<file path="src/rtl/blind_position_emulator.sv">
// Plant model of the motorised blind: integrates subir/bajar travel into a position
// and produces the registered limit/mid sensors plus a stall/conflict fault.
module blind_position_emulator #(
   parameter int STEP_DIV      = 1000000,
   parameter int POS_MAX       = 100,
   parameter int MID_POS       = 50,
   parameter int MID_WIN       = 2,
   parameter int POS_INIT      = 0,
   parameter int OVERRUN_STEPS = 3
) (
   input  logic       clk,
   input  logic       rst_n,
   input  logic       subir,
   input  logic       bajar,
   input  logic       clear_fault,
   output logic [7:0] pos,
   output logic       sinf,
   output logic       smed,
   output logic       ssup,
   output logic       moving,
   output logic       fault
);

   localparam logic [1:0] ST_IDLE  = 2'd0;
   localparam logic [1:0] ST_UP    = 2'd1;
   localparam logic [1:0] ST_DOWN  = 2'd2;
   localparam logic [1:0] ST_FAULT = 2'd3;

   localparam logic [31:0] STEP_LAST  = 32'(STEP_DIV - 1);
   localparam logic [7:0]  POS_MAX_C  = 8'(POS_MAX);
   localparam logic [7:0]  POS_INIT_C = 8'(POS_INIT);
   localparam logic [7:0]  OVR_LAST   = 8'(OVERRUN_STEPS - 1);

   logic [1:0]  state_q, state_d;
   logic [7:0]  pos_q, pos_d;
   logic [31:0] presc_q, presc_d;
   logic [7:0]  ovr_q, ovr_d;
   logic        sinf_q, smed_q, ssup_q, moving_q, fault_q;

   function automatic logic mid_hit(input logic [7:0] p);
      int d;
      d = int'(p) - MID_POS;
      if (d < 0) begin
         d = -d;
      end else begin
         d = d;
      end
      return (d <= MID_WIN);
   endfunction

   // Next-state, prescaler and position integration
   always_comb begin
      state_d = state_q;
      pos_d   = pos_q;
      presc_d = presc_q;
      ovr_d   = ovr_q;
      case (state_q)
         ST_IDLE: begin
            presc_d = 32'd0;
            ovr_d   = 8'd0;
            if (subir && bajar) begin
               state_d = ST_FAULT;
            end else if (subir) begin
               state_d = ST_UP;
            end else if (bajar) begin
               state_d = ST_DOWN;
            end else begin
               state_d = ST_IDLE;
            end
         end
         ST_UP, ST_DOWN: begin
            if (subir && bajar) begin
               state_d = ST_FAULT;
               presc_d = 32'd0;
               ovr_d   = 8'd0;
            end else if ((state_q == ST_UP) ? !subir : !bajar) begin
               state_d = ST_IDLE;
               presc_d = 32'd0;
               ovr_d   = 8'd0;
            end else if (presc_q == STEP_LAST) begin
               presc_d = 32'd0;
               if ((state_q == ST_UP) && (pos_q < POS_MAX_C)) begin
                  pos_d = pos_q + 8'd1;
                  ovr_d = 8'd0;
               end else if ((state_q == ST_DOWN) && (pos_q != 8'd0)) begin
                  pos_d = pos_q - 8'd1;
                  ovr_d = 8'd0;
               end else if (ovr_q == OVR_LAST) begin
                  // blocked at a limit long enough: motor considered stalled
                  state_d = ST_FAULT;
                  ovr_d   = 8'd0;
               end else begin
                  ovr_d = ovr_q + 8'd1;
               end
            end else begin
               presc_d = presc_q + 32'd1;
            end
         end
         ST_FAULT: begin
            presc_d = 32'd0;
            ovr_d   = 8'd0;
            if (clear_fault && !subir && !bajar) begin
               state_d = ST_IDLE;
            end else begin
               state_d = ST_FAULT;
            end
         end
         default: begin
            state_d = ST_IDLE;
            presc_d = 32'd0;
            ovr_d   = 8'd0;
         end
      endcase
   end

   // State, counters and registered outputs
   always_ff @(posedge clk or negedge rst_n) begin
      if (!rst_n) begin
         state_q  <= ST_IDLE;
         pos_q    <= POS_INIT_C;
         presc_q  <= 32'd0;
         ovr_q    <= 8'd0;
         sinf_q   <= (POS_INIT_C == 8'd0);
         smed_q   <= mid_hit(POS_INIT_C);
         ssup_q   <= (POS_INIT_C == POS_MAX_C);
         moving_q <= 1'b0;
         fault_q  <= 1'b0;
      end else begin
         state_q  <= state_d;
         pos_q    <= pos_d;
         presc_q  <= presc_d;
         ovr_q    <= ovr_d;
         sinf_q   <= (pos_q == 8'd0);
         smed_q   <= mid_hit(pos_q);
         ssup_q   <= (pos_q == POS_MAX_C);
         moving_q <= (state_d == ST_UP) || (state_d == ST_DOWN);
         fault_q  <= (state_d == ST_FAULT);
      end
   end

   assign pos    = pos_q;
   assign sinf   = sinf_q;
   assign smed   = smed_q;
   assign ssup   = ssup_q;
   assign moving = moving_q;
   assign fault  = fault_q;

endmodule

</file>
<file path="config.mk">
export PLATFORM = sky130hd
export DESIGN_NAME = blind_position_emulator
export DESIGN_NICKNAME = d
export VERILOG_FILES = /design/src/rtl/blind_position_emulator.sv
export SDC_FILE = /design/constraint.sdc
export NUM_CORES = 1
export LEC_CHECK = 0
export BUFFER_PORTS_ARGS = -buffer_cell sky130_fd_sc_hd__buf_2
export CAP_MARGIN = 20
export CORE_ASPECT_RATIO = 0.5
export CORE_MARGIN = 1
export CORE_UTILIZATION = 64
export CTS_BUF_LIST = sky130_fd_sc_hd__clkbuf_8
export CTS_CLUSTER_DIAMETER = 80
export DETAILED_ROUTE_END_ITERATION = 12
export HOLD_SLACK_MARGIN = 0.15
export PLACE_DENSITY = 0.92
export SYNTH_ARGS = -nofsm -noshare
export SYNTH_HDL_FRONTEND = slang
export SYNTH_SLANG_ARGS = --single-unit
export TNS_END_PERCENT = 1
</file>
<file path="constraint.sdc">
create_clock -name clk -period 3.9 [get_ports clk]
set_input_delay 0.585 -clock clk [delete_from_list [all_inputs] [get_ports clk]]
set_output_delay 0.585 -clock clk [all_outputs]
set_load 0.02 [all_outputs]
</file>
# After elaboration in Yosys (flattened, before gate mapping)
# Index checks and enable logic that the tools add are counted.
word_totals:
  input_bits: 5
  regBits: 55
  wordCells: 71
  output_inout_bits: 13
op_classes:
  magnitude_cmp: 3
  bitwise: 2
  n_eq_ne: 10
  reduce_logical: 15
  n_addsub: 6
  muxes: 26
ops:
  columns: ["cell", "count"]
  rows:
  - ["2-to-1 mux 32 bit", 4]
  - ["2-to-1 mux 8 bit", 8]
  - ["case mux 32 bit (2 select lines)", 1]
  - ["adder 32 x 1 -> 32 bit (second input constant)", 1]
  - ["== test 32 x 20 -> 1 bit (second input constant)", 1]
  - ["less-or-equal comparator 32 x 3 -> 1 bit (second input constant)", 1]
  - ["negator 9 -> 32 bit", 1]
  - ["2-to-1 mux 2 bit", 10]
  - ["adder 8 x 1 -> 8 bit (second input constant)", 2]
  - ["case mux 8 bit (2 select lines)", 1]
  - ["less-than comparator 9 x 1 -> 1 bit (second input constant)", 1]
  - ["subtractor 8 x 6 -> 9 bit (second input constant)", 1]
  - ["== test 2 bit (second input constant)", 4]
  - ["== test 8 x 2 -> 1 bit (second input constant)", 1]
  - ["== test 8 x 7 -> 1 bit (second input constant)", 1]
  - ["logical NOT 8 bit", 1]
  - ["less-than comparator 8 x 7 -> 1 bit (second input constant)", 1]
  - ["nonzero test 8 bit", 1]
  - ["subtractor 8 x 1 -> 8 bit (second input constant)", 1]
  - ["case mux 2 bit (3 select lines)", 1]
  - ["logical AND 1 bit", 5]
  - ["AND reduction 5 bit", 1]
  - ["== test 2 x 1 -> 1 bit (second input constant)", 2]
  - ["!= test 4 bit (second input constant)", 1]
  - ["other kinds (7)", 10]

# Depth between registers and ports, before layout
# Gate-level depths: netlist of run 1.
depth:
  word_depth: 10
  ltp_mapped: 10
  ltp_nobuf: 10

# Worst setup path before layout of run 1
# Ideal clock, no wire load.
synth_timing:
  kind: "register to register"
  startpoint: "register pos_q[4], in the netlist pos[4]"
  endpoint: "register pos_q[7], in the netlist pos[7]"
  synth_period_minus_slack_ns: 2.962
  setup_ns: 0.065
  required_ns: 3.835
  path_buffers: 1
  arrival_time_ns: 2.896
  path_stages_with_launch: 10
  slack_ns: 0.938
  path_cell_list: "dfrtp_1 clkbuf_1 nand4bb_1 o211ai_1 ha_1 a21oi_1 o211ai_1 o41a_1 a2111oi_0 o22a_1"
synth_between:
  elab_chain_cells: 4
  word_cells_on_any_way: 10
  cone_classes: "add/sub (2); order compare (1); mux (2); reduce/logical (5)"
synth_rtl:
  columns: ["item", "line_no", "rtl"]
  rows:
  - ["start: declaration", "35", "logic [7:0] pos_q, pos_d;"]
  - ["start signal: assignment", "130", "pos_q <= pos_d;"]
  - ["less-than comparator 8 x 7 -> 1 bit / nonzero test 8 bit (equally long branches)", "82, 85", null]
  - ["logical AND 1 bit (on tied branches)", "82, 85", null]
  - ["nonzero test 2 bit (no source line)", null, null]
  - ["AND reduction 5 bit (no source line)", null, null]
# Several ways; a longest one is shown, not always the timed one. The select of a mux whose other input is x is not followed.
# A chain may end at the register's enable or synchronous reset.

# Worst setup path after layout of run 1
layout_timing:
  startpoint: "register pos_q[7], in the netlist pos[7]"
  endpoint: "register pos_q[7], in the netlist pos[7]"
# The elaborated chain is that of the path after synthesis.

==> flow_summary_export.csv, run 1 <==
group,metric,value,unit
worst_setup_path,timing.setup.critical_path_class,"reg2reg",
clock_network,worst_skew_pair.late_latency,0.31,ns
synth,count_of_flip_flops_with_a_built_in_enable_after_synthesis,0,
synth,synth_area_leader_cell,"sky130_fd_sc_hd__dfrtp_1",
synth,synth_async_sr_flop_share,1.000,
synth,synth.top_cell.area_share,0.3988,
global_route,largest_net_degree_at_the_start_of_global_routing,38,
route,number_of_detailed_route_iterations_in_the_first_pass,5,
final_layout,fin_cells,449,
synth,yosysSeqAreaShare,0.4066,
worst_setup_path,critPathBufInv,0,
die,initial_standard_cell_utilization_of_the_core,0.6777,
route,routed_wirelength,7433,um
worst_setup_path,startpoint_type,"flip-flop",
global_route,grt_util_all_layers,0.2834,
route,detailedRoute.firstIterationViolations,230,
final_layout,syn2layout_area_growth,6.684,%
final_layout,antennaDiodeCount,0,
route,drt-wirelength-per-cell,16.55,um
clock_network,clock_tree.root_cell,"sky130_fd_sc_hd__clkbuf_8",
min_path,hold_path.class,"in2async",
route,num_vias,2815,
timing,rsz_0062_raised_after_global_routing,"no",
worst_setup_path,crit_chain,"nand4bb_1, o211ai_1, ha_1, a21oi_1, o211ai_1, o41a_1, a2111oi_0, o22a_1",
worst_setup_path,critical-path-top-delay-family,"compound AO/OA/AOI/OAI gates",
place,dp_hpwl,5294,um
worst_setup_path,maximum_fanout_count_along_the_critical_path,12,
place,replace_congestion,0.9489,
worst_setup_path,crit_path_end_kind,"flip-flop",
run_status,outcome,"completed",
synth,post-synth-top-count-cell,"sky130_fd_sc_hd__dfrtp_1",
final_layout,drive_gt1_frac,0.1240,
worst_setup_path,worstPathRequired,4.16,ns
timing,max_slew.worst_pin.slew,0.9452,ns
die,core,5000,sq um
synth,netlist_top_cells_count,"sky130_fd_sc_hd__dfrtp_1, sky130_fd_sc_hd__nor2_1, sky130_fd_sc_hd__xor2_1",
die,floorplan.die_area,5607,sq um
global_route,grt_first_pass_wirelength,12180,um
route,routed_via_density,6.269,
worst_setup_path,max_stage_delay,0.69,ns
clock_network,post_cts_resize_count,0,
timing,count_of_endpoints_failing_setup_in_the_final_report,0,
clock_network,cts_post_setup_buffers_inserted,0,
synth,synth.ff_latch_count,55,
worst_setup_path,critPathArrivalTime,3.54,ns
clock_network,tritoncts,"built",
power_and_ir_drop,power.leakage,0.001519,uW
synth,netlist_area,3388,sq um
synth,cell_count_after_synthesis,364,
final_layout,postLayoutCellArea,3615,sq um
place,placed_cell_area,3527,sq um
clock_network,clock_sinks,55,
timing,final_clock_period_utilization_by_the_worst_path,0.8423,
power_and_ir_drop,max-vdd-ir-drop,216.5,uV
power_and_ir_drop,cellPowerDensity,390.3,nW/um^2
clock_network,cts-root-to-sink-buffers,2,
timing,max_clock_freq,304.4,MHz
timing,fin_skew,0.007761,ns
worst_setup_path,ff2ff_setup_slack,0.62,ns
place,placement.io_buffers,17,
synth,postSynthNetCount,388,
die,num_io_pins,18,
global_route,antenna_found_initial,0,
synth,yosys-top-cells-area,"sky130_fd_sc_hd__dfrtp_1, sky130_fd_sc_hd__ha_1, sky130_fd_sc_hd__xor2_1, sky130_fd_sc_hd__nor2_1, sky130_fd_sc_hd__xnor2_1",
worst_setup_path,critical-path-slowest-cell,"sky130_fd_sc_hd__o211ai_1",
global_route,grt-ovfl-total,0,
clock_network,cts_htree_levels,2,
die,die-height,53.45,um
clock_network,worst_setup_hold_path_clk_slew,0.10,ns
timing,final.setup.tns,0,ns
die,rows,18,
final_layout,design.final.nets,402,
synth,yosysWarningCount,0,
place,placed_cells_incl_taps,441,
synth,synth_ff_type,"sky130_fd_sc_hd__dfrtp_1",
timing,period_minus_slack,3.285,ns
clock_network,cts_hold_repair.buffers,0,
timing,remaining_max_slew_budget_at_the_tightest_pin,0.3641,
die,die-width,104.9,um
timing,drv_slew,0,
run,maxCapViolCount,0,
synth,synth.avg_cell_area,9.308,sq um
timing,hold_violations,0,
timing,final_critical_path_setup_slack,0.6150,ns
route,post-route-drc-count,0,
route,postRouteAntennaNets,0,
place,dp_slack,0.7287,ns
clock_network,tritoncts.num_buffers,5,
global_route,via_count_of_the_first_global_routing_pass,2648,
worst_setup_path,critPathMostFrequentCell,"sky130_fd_sc_hd__o211ai_1",
synth,yosysUniqueCellTypes,59,
[path summary, 6_finish.rpt]
check / from / to / cells after the start
min in group clk: presc_q[0] / presc_q[0] / 1
max in group asynchronous: rst_n / presc_q[31] / 2
hold / removal: rst_n / pos[2] / 1
setup / recovery: pos[7] / pos[7] / 8
setup reg to reg: pos[7] / pos[7] / 8
hold reg to reg: presc_q[0] / presc_q[0] / 1
[cells in the final DEF (no fill, tap or decap), types with 6 or more instances in the layout]
cell type                  n
sky130_fd_sc_hd__nor3_1   11
sky130_fd_sc_hd__or3_1    10
sky130_fd_sc_hd__nand4_1  13
sky130_fd_sc_hd__xnor2_1  12
sky130_fd_sc_hd__nand3_1  19
sky130_fd_sc_hd__a21oi_1  17
sky130_fd_sc_hd__buf_2    17
sky130_fd_sc_hd__inv_1    15
sky130_fd_sc_hd__nand2_1  20
sky130_fd_sc_hd__o21ai_0  10
sky130_fd_sc_hd__ha_1     18
sky130_fd_sc_hd__dfrtp_1  54
sky130_fd_sc_hd__mux2_2    6
sky130_fd_sc_hd__nor2_1   43
sky130_fd_sc_hd__nor4_1    8
sky130_fd_sc_hd__xor2_1   24
[routing by layer]
metal / up-vias / routed length, um / track usage
met4: 0 / 145 / 0.1244
met2: 95 / 3759 / 0.5143
li1: 1340 / - / -
met5: - / 0 / 0
met3: 19 / 325 / 0.04433
met1: 1361 / 3202 / 0.3457
[report_power, final]
part           internal, uW  switching [uW]  total [uW]
Sequential              595            15.6         610
Clock                   127             188         315
Combinational           181             305         486
[per-stage QoR]
step | util | power (uW) | hold slack (ns)
final | 0.7230 | 1411 | 0.3666
after detailed placement | 0.7055 | 1103 | 0.4956
after floorplan | - | 982.3 | 0.2894
after global placement | 0.7055 | 1066 | 0.4693
after global routing | 0.7230 | 1510 | 0.4326
after CTS | 0.7230 | 1414 | 0.3816
[layout make-up]
| cell class | instances | area [sq um] |
|---|---|---|
| clock buffer | 5 | 68.82 |
| clock inverter | 3 | 18.77 |
| fill | 336 | 1385 |
| inverter | 15 | 56.30 |
| multi-input combinational | 281 | 1898 |
| sequential | 55 | 1378 |
| tap | 70 | 87.58 |
| timing repair buffer | 20 | 107.6 |
[state kept, by name, summed over array words and instances, names as in the netlist]
register,flops
state_q,2
fault,1
ovr_q,8
smed,1
pos,8
sinf,1
presc_q,32
ssup,1
moving,1
[cells by family (layout without fill, tap and decap cells)]
logic type	Yosys count	in the layout	synth area share
compound gates	56	56	0.1097
xor+xnor	36	36	0.09306
fa+ha+maj	19	19	0.07238
buf+inv	28	43	0.03323
flops	55	55	0.4066
mux	7	7	0.02289
simple gates	163	163	0.2622
Note: power is estimated with default switching activity, not from simulation.
==> inputs of run 2 (changes only) <==
Settings changed: ABC_AREA from default to 1.
Clock period 3.9 ns to 3.26 ns, I/O delays scaled along.
==> run 2 against run 1 <==
Flip-flop and latch count is the same; critical path type unchanged; largest cell class unchanged; clock-buffer cell count grew 1; clock skew is essentially flat; power grew 43%; synthesized area grew 11%; highest routed layer unchanged; register-to-register slack gained 0.05 ns; die area grew 10%; synthesized cell count grew 43%; cell count grew 37%.
==> flow_summary_export.csv, run 2 <==
group,metric,value,unit
power_and_ir_drop,power.leakage,0.001856,uW
die,rows,19,
route,postRouteAntennaNets,0,
clock_network,post_cts_resize_count,0,
timing,remaining_max_slew_budget_at_the_tightest_pin,0.4511,
final_layout,max_reg_flops,32,
timing,final.setup.tns,0,ns
final_layout,regMostFlops,"presc_q",
timing,fin_skew,0.007483,ns
route,num_vias,3451,
clock_network,cts_htree_levels,2,
die,num_io_pins,18,
min_path,hold_path.class,"in2async",
clock_network,worst_skew_pair.late_latency,0.31,ns
timing,rsz_0062_raised_after_global_routing,"no",
global_route,antenna_found_initial,0,
global_route,use_met3,0.06206,
global_route,via_count_of_the_first_global_routing_pass,3239,
die,die-height,56.10,um
synth,netlist_area,3746,sq um
worst_setup_path,critPathBufInv,3,
worst_setup_path,critical-path-top-delay-family,"compound AO/OA/AOI/OAI gates",
final_layout,fin_cells,615,
synth,postSynthNetCount,545,
synth,synth_async_sr_flop_share,1.000,
global_route,gr-usage-met2,0.5000,
die,initial_standard_cell_utilization_of_the_core,0.6734,
synth,netlist_top_cells_count,"sky130_fd_sc_hd__nand2_1, sky130_fd_sc_hd__nor2_1, sky130_fd_sc_hd__inv_1",
synth,yosysUniqueCellTypes,40,
worst_setup_path,critPathMostFrequentCell,"sky130_fd_sc_hd__inv_1",
power_and_ir_drop,cellPowerDensity,504.7,nW/um^2
route,post-route-drc-count,0,
clock_network,worst_setup_hold_path_clk_slew,0.10,ns
final_layout,drive_gt1_frac,0.09225,
final_layout,multiInputGateArea,2058,sq um
timing,max_slew.worst_pin.slew,0.8234,ns
worst_setup_path,critPathArrivalTime,2.78,ns
final_layout,fin_util,0.7197,
global_route,grt_most_used_layer,"met2",
synth,synth_area_leader_cell,"sky130_fd_sc_hd__dfrtp_1",
worst_setup_path,worstPathRequired,3.45,ns
final_layout,layout_commonest_cell,"sky130_fd_sc_hd__nand2_1",
die,die-width,110.2,um
power_and_ir_drop,total_power,2021,uW
route,number_of_detailed_route_iterations_in_the_first_pass,5,
timing,final_clock_period_utilization_by_the_worst_path,0.7971,
final_layout,fillCellCount,444,
worst_setup_path,max_stage_delay,0.42,ns
clock_network,tritoncts,"built",
synth,synth.avg_cell_area,7.190,sq um
power_and_ir_drop,max-vdd-ir-drop,518.5,uV
synth,cell_count_after_synthesis,521,
route,detailedRoute.firstIterationViolations,253,
final_layout,mostFrequentLayoutCells,"sky130_fd_sc_hd__nand2_1, sky130_fd_sc_hd__nor2_1, sky130_fd_sc_hd__inv_1",
die,core,5563,sq um
place,placement.io_buffers,17,
run_status,outcome,"completed",
timing,period_minus_slack,2.599,ns
synth,synth.top_cell.area_share,0.3607,
global_route,grt-ovfl-total,0,
final_layout,syn2layout_area_growth,6.880,%
route,routed_wirelength,8409,um
synth,post-synth-top-count-cell,"sky130_fd_sc_hd__nand2_1",
final_layout,ff_latch_area,1378,sq um
final_layout,antennaDiodeCount,0,
route,drt-wirelength-per-cell,13.67,um
clock_network,tritoncts.num_buffers,5,
timing,max_clock_freq,384.8,MHz
place,dp_hpwl,6360,um
clock_network,cts-root-to-sink-buffers,2,
worst_setup_path,maximum_fanout_count_along_the_critical_path,7,
worst_setup_path,crit_path_end_kind,"flip-flop",
synth,yosysWarningCount,0,
run,maxCapViolCount,0,
timing,drv_slew,0,
synth,synth_ff_type,"sky130_fd_sc_hd__dfrtp_1",
clock_network,cts_hold_repair.buffers,0,
place,replace_congestion,0.9491,
worst_setup_path,startpoint_type,"flip-flop",
die,floorplan.die_area,6182,sq um
route,routed_via_density,5.611,
clock_network,cts_post_setup_buffers_inserted,0,
worst_setup_path,timing.setup.critical_path_class,"reg2reg",
worst_setup_path,critical-path-slowest-cell,"sky130_fd_sc_hd__dfrtp_1",
synth,count_of_flip_flops_with_a_built_in_enable_after_synthesis,0,
synth,yosys-top-cells-area,"sky130_fd_sc_hd__dfrtp_1, sky130_fd_sc_hd__nand2_1, sky130_fd_sc_hd__nor2_1, sky130_fd_sc_hd__inv_1, sky130_fd_sc_hd__ha_1",
synth,synth.ff_latch_count,55,
worst_setup_path,crit_chain,"inv_1, ha_1, inv_1, nor2_1, o21ai_1, nor2_1, inv_1, ha_1, a21oi_1, o21ai_0, a21oi_1, xor2_1, o21ai_1",
clock_network,clock_tree.root_cell,"sky130_fd_sc_hd__clkbuf_8",
synth,yosysSeqAreaShare,0.3677,
global_route,grt.met1_usage,0.3878,
timing,count_of_endpoints_failing_setup_in_the_final_report,0,
timing,holdWs,0.2662,ns
final_layout,design.final.nets,565,
global_route,grt_util_all_layers,0.2989,
clock_network,clock_sinks,55,
place,placed_cells_incl_taps,607,
global_route,largest_net_degree_at_the_start_of_global_routing,38,
timing,hold_violations,0,
global_route,grt_first_pass_wirelength,14300,um
-- run 2: changes by cell type after synthesis, moves of 7 or more --
cell,before,now
sky130_fd_sc_hd__nand2_1,20,121
sky130_fd_sc_hd__inv_1,15,65
sky130_fd_sc_hd__nor2_1,43,88
sky130_fd_sc_hd__nor3_1,11,31
sky130_fd_sc_hd__nand3_1,19,34
sky130_fd_sc_hd__clkbuf_1,12,0
sky130_fd_sc_hd__or3_1,10,0
sky130_fd_sc_hd__xor2_1,24,17
-- run 2: path summary, 6_finish.rpt --
path                            startpoint     endpoint  slack [ns]  cells after the start
worst min register to register  presc_q[0]   presc_q[0]        0.49                      1
worst max register to register  state_q[1]       pos[7]        0.66                     13
min in group clk                presc_q[0]   presc_q[0]        0.49                      1
worst max-delay path            state_q[1]       pos[7]        0.66                     13
max in group asynchronous            rst_n         sinf        2.17                      2
worst min-delay path                 rst_n  presc_q[10]        0.27                      1
-- run 2: stage by stage --
step / cell area (sq um) / setup slack (ns)
after global placement: 3886 / 0.9041
after detailed placement: 3886 / 0.7341
after floorplan: 3746 / 1.035
final: 4004 / 0.6613
after global routing: 4004 / 0.4494
after CTS: 4004 / 0.6804
-- run 2: report_power, final --
part,switching (uW),internal [uW]
sequential,29.6,724
clock,224,249
combinational,546,248
total,800,1220
-- run 2: area by class of cell --
cell class              instances  area share
flip-flops and latches         55      0.3441
clock inverters                 2    0.008750
well taps                      73     0.02281
inverters                      71     0.06656
multi-input cells             390      0.5141
clock buffers                   6     0.02063
repair buffers                 18     0.02313
-- run 2: cell families after synthesis --
kind of cell | after synthesis | synth area share
xor gates and xnor gates | 23 | 0.05377
AOI/OAI and AO/OA | 48 | 0.08083
adders and majority gates | 19 | 0.06547
and+or+nand+nor | 300 | 0.3494
buffers and inverters | 76 | 0.08283
DFF | 55 | 0.3677
-- run 2: per-layer routing --
metal | wire [um] | up-vias | part of all wire
met5 | 0 | - | 0
met4 | 191 | 0 | 0.023
met3 | 611 | 27 | 0.073
met2 | 3986 | 143 | 0.47
met1 | 3619 | 1578 | 0.43
li1 | - | 1703 | -
==> inputs of run 3 (changes only) <==
Clock period 3.26 ns to 2.4 ns, I/O delays scaled along.
==> run 3 against run 2 <==
Worst setup slack got worse by 0.55 ns; core utilization increased by 1.2 points; clock-buffer cell count decreased by 1; clock power increased by 9.1%; die area unchanged; worst hold slack improved by 0.099 ns; critical path depth unchanged; clock skew increased by 0.00077 ns; highest routed layer unchanged; non-clock buffer count increased by 11; power increased by 34%; fmax increased by 13%; first-iteration DRC count decreased by 18%.
==> flow_summary_export.csv, run 3 (same netlist as run 2, synthesis figures left out) <==
group,metric,value,unit
clock_network,cts_post_setup_buffers_inserted,0,
clock_network,cts-root-to-sink-buffers,2,
route,routed_via_density,5.505,
final_layout,layout_commonest_cell,"sky130_fd_sc_hd__nand2_1",
place,replace_congestion,0.9490,
die,num_io_pins,18,
route,detailedRoute.firstIterationViolations,207,
final_layout,syn2layout_area_growth,8.617,%
timing,final_clock_period_utilization_by_the_worst_path,0.9548,
worst_setup_path,critical-path-top-delay-family,"adder cells",
run_status,outcome,"completed",
die,core,5563,sq um
worst_setup_path,critical-path-slowest-cell,"sky130_fd_sc_hd__dfrtp_1",
route,postRouteAntennaNets,0,
worst_setup_path,max_stage_delay,0.43,ns
run,maxCapViolCount,0,
timing,max_clock_freq,436.4,MHz
power_and_ir_drop,cellPowerDensity,667.9,nW/um^2
global_route,gr-usage-met2,0.5161,
global_route,antenna_found_initial,0,
global_route,grt_most_used_layer,"met2",
final_layout,mostFrequentLayoutCells,"sky130_fd_sc_hd__nand2_1, sky130_fd_sc_hd__nor2_1, sky130_fd_sc_hd__inv_1",
die,die-width,110.2,um
worst_setup_path,crit_chain,"inv_1, ha_1, inv_1, nor2_1, o21ai_1, nor2_2, inv_2, ha_1, inv_1, o21bai_1, a31oi_1, xor2_1, o21ai_2",
route,post-route-drc-count,0,
final_layout,design.final.nets,576,
power_and_ir_drop,power.leakage,0.001901,uW
place,dp_slack,0.08317,ns
place,placement.io_buffers,17,
final_layout,drive_gt1_frac,0.1157,
timing,final.setup.tns,0,ns
clock_network,tritoncts,"built",
global_route,grt_first_pass_wirelength,14460,um
worst_setup_path,timing.critical_path.to,"pos[4]",
global_route,grt_util_all_layers,0.3038,
timing,remaining_max_slew_budget_at_the_tightest_pin,0.6059,
clock_network,worst_skew_pair.late_latency,0.32,ns
die,initial_standard_cell_utilization_of_the_core,0.6734,
clock_network,clock_sinks,55,
timing,count_of_endpoints_failing_setup_in_the_final_report,0,
clock_network,cts_htree_levels,2,
global_route,use_met3,0.05738,
worst_setup_path,timing.critical_path.depth,13,
final_layout,antennaDiodeCount,0,
route,num_vias,3446,
timing,max_slew.worst_pin.slew,0.5911,ns
clock_network,clock_tree.root_cell,"sky130_fd_sc_hd__clkbuf_8",
worst_setup_path,rr_startpoint,"state_q[1]",
timing,rsz_0062_raised_after_global_routing,"yes",
place,dp_hpwl,6512,um
timing,hold_violations,0,
final_layout,regMostFlops,"presc_q",
worst_setup_path,startpoint_type,"flip-flop",
global_route,grt-ovfl-total,0,
worst_setup_path,critPathMostFrequentCell,"sky130_fd_sc_hd__inv_1",
timing,drv_slew,0,
global_route,largest_net_degree_at_the_start_of_global_routing,28,
timing,final_critical_path_setup_slack,0.1085,ns
worst_setup_path,worstPathRequired,2.61,ns
global_route,grt.met1_usage,0.3940,
worst_setup_path,crit_path_end_kind,"flip-flop",
die,floorplan.die_area,6182,sq um
power_and_ir_drop,total_power,2718,uW
final_layout,max_reg_flops,32,
worst_setup_path,timing.setup.critical_path_class,"reg2reg",
worst_setup_path,maximum_fanout_count_along_the_critical_path,7,
clock_network,worst_setup_hold_path_clk_slew,0.10,ns
global_route,via_count_of_the_first_global_routing_pass,3231,
route,number_of_detailed_route_iterations_in_the_first_pass,5,
route,routed_wirelength,8457,um
min_path,hold_path.class,"in2reg",
timing,fin_skew,0.008256,ns
worst_setup_path,worst_reg2reg_endpoint,"pos[4]",
die,rows,19,
timing,period_minus_slack,2.291,ns
die,die-height,56.10,um
clock_network,tritoncts.num_buffers,5,
route,drt-wirelength-per-cell,13.51,um
worst_setup_path,reg2reg_depth,13,
worst_setup_path,timing.critical_path.from,"state_q[1]",
worst_setup_path,critPathArrivalTime,2.50,ns
worst_setup_path,ff2ff_setup_slack,0.11,ns
worst_setup_path,critPathBufInv,4,
power_and_ir_drop,max-vdd-ir-drop,839.5,uV
run 3: worst min-delay path by stage:
stage / end / startpoint / depth (start not counted)
4_1_cts: state_q[1] / bajar / 3
2_1_floorplan: fault / rst_n / 0
3_5_place_dp: presc_q[8] / rst_n / 1
6_report: state_q[1] / bajar / 3
5_1_grt: state_q[0] / subir / 3
3_3_place_gp: presc_q[8] / rst_n / 1
run 3: stage by stage:
| stage | area [sq um] | hold slack (ns) | utilization | cells |
|---|---|---|---|---|
| 2_1_floorplan | 3746 | 0.06441 | - | 521 |
| 3_3_place_gp | 3961 | 0.3949 | 0.7121 | 617 |
| 3_5_place_dp | 3961 | 0.3960 | 0.7121 | 617 |
| 4_1_cts | 4055 | 0.3681 | 0.7290 | 626 |
| 5_1_grt | 4069 | 0.4112 | 0.7314 | 626 |
| 6_report | 4069 | 0.3652 | 0.7314 | 626 |
run 3: repair_timing:
action                                  CTS  global route
endpoints found under the setup margin    0             5
gates resized for setup                   0             4
hold buffers                              1             0
hold endpoints to repair                 25             0
run 3: final cells by class:
cell class / instances / area (sq um)
Multi-Input combinational cell: 390 / 2072
Fill cell: 404 / 1494
Sequential cell: 55 / 1378
Timing Repair Buffer: 29 / 177.7
Inverter: 71 / 266.5
Clock inverter: 3 / 15.01
Clock buffer: 5 / 68.82
Tap cell: 73 / 91.34
run 3: worst reg2reg max path, cell delays in order, from the launching register on:
cell and delay (ns):
sky130_fd_sc_hd__dfrtp_1 0.43, sky130_fd_sc_hd__inv_1 0.09, sky130_fd_sc_hd__ha_1 0.14, sky130_fd_sc_hd__inv_1 0.05, sky130_fd_sc_hd__nor2_1 0.08, sky130_fd_sc_hd__o21ai_1 0.09, sky130_fd_sc_hd__nor2_2 0.15, sky130_fd_sc_hd__inv_2 0.10
sky130_fd_sc_hd__ha_1 0.36, sky130_fd_sc_hd__inv_1 0.11, sky130_fd_sc_hd__o21bai_1 0.08, sky130_fd_sc_hd__a31oi_1 0.22, sky130_fd_sc_hd__xor2_1 0.21, sky130_fd_sc_hd__o21ai_2 0.08
run 3: layer usage:
| layer | part of all wire | up-vias |
|---|---|---|
| met5 | 0 | - |
| met4 | 0.019 | 0 |
| met3 | 0.057 | 18 |
| met2 | 0.48 | 120 |
| met1 | 0.45 | 1578 |
| li1 | - | 1730 |
run 3: power by group:
group | internal, uW | leakage [uW] | switching, uW
clock | 201 | 0.0000477 | 315
sequential | 983 | 0.000745 | 43.1
combinational | 403 | 0.00111 | 773
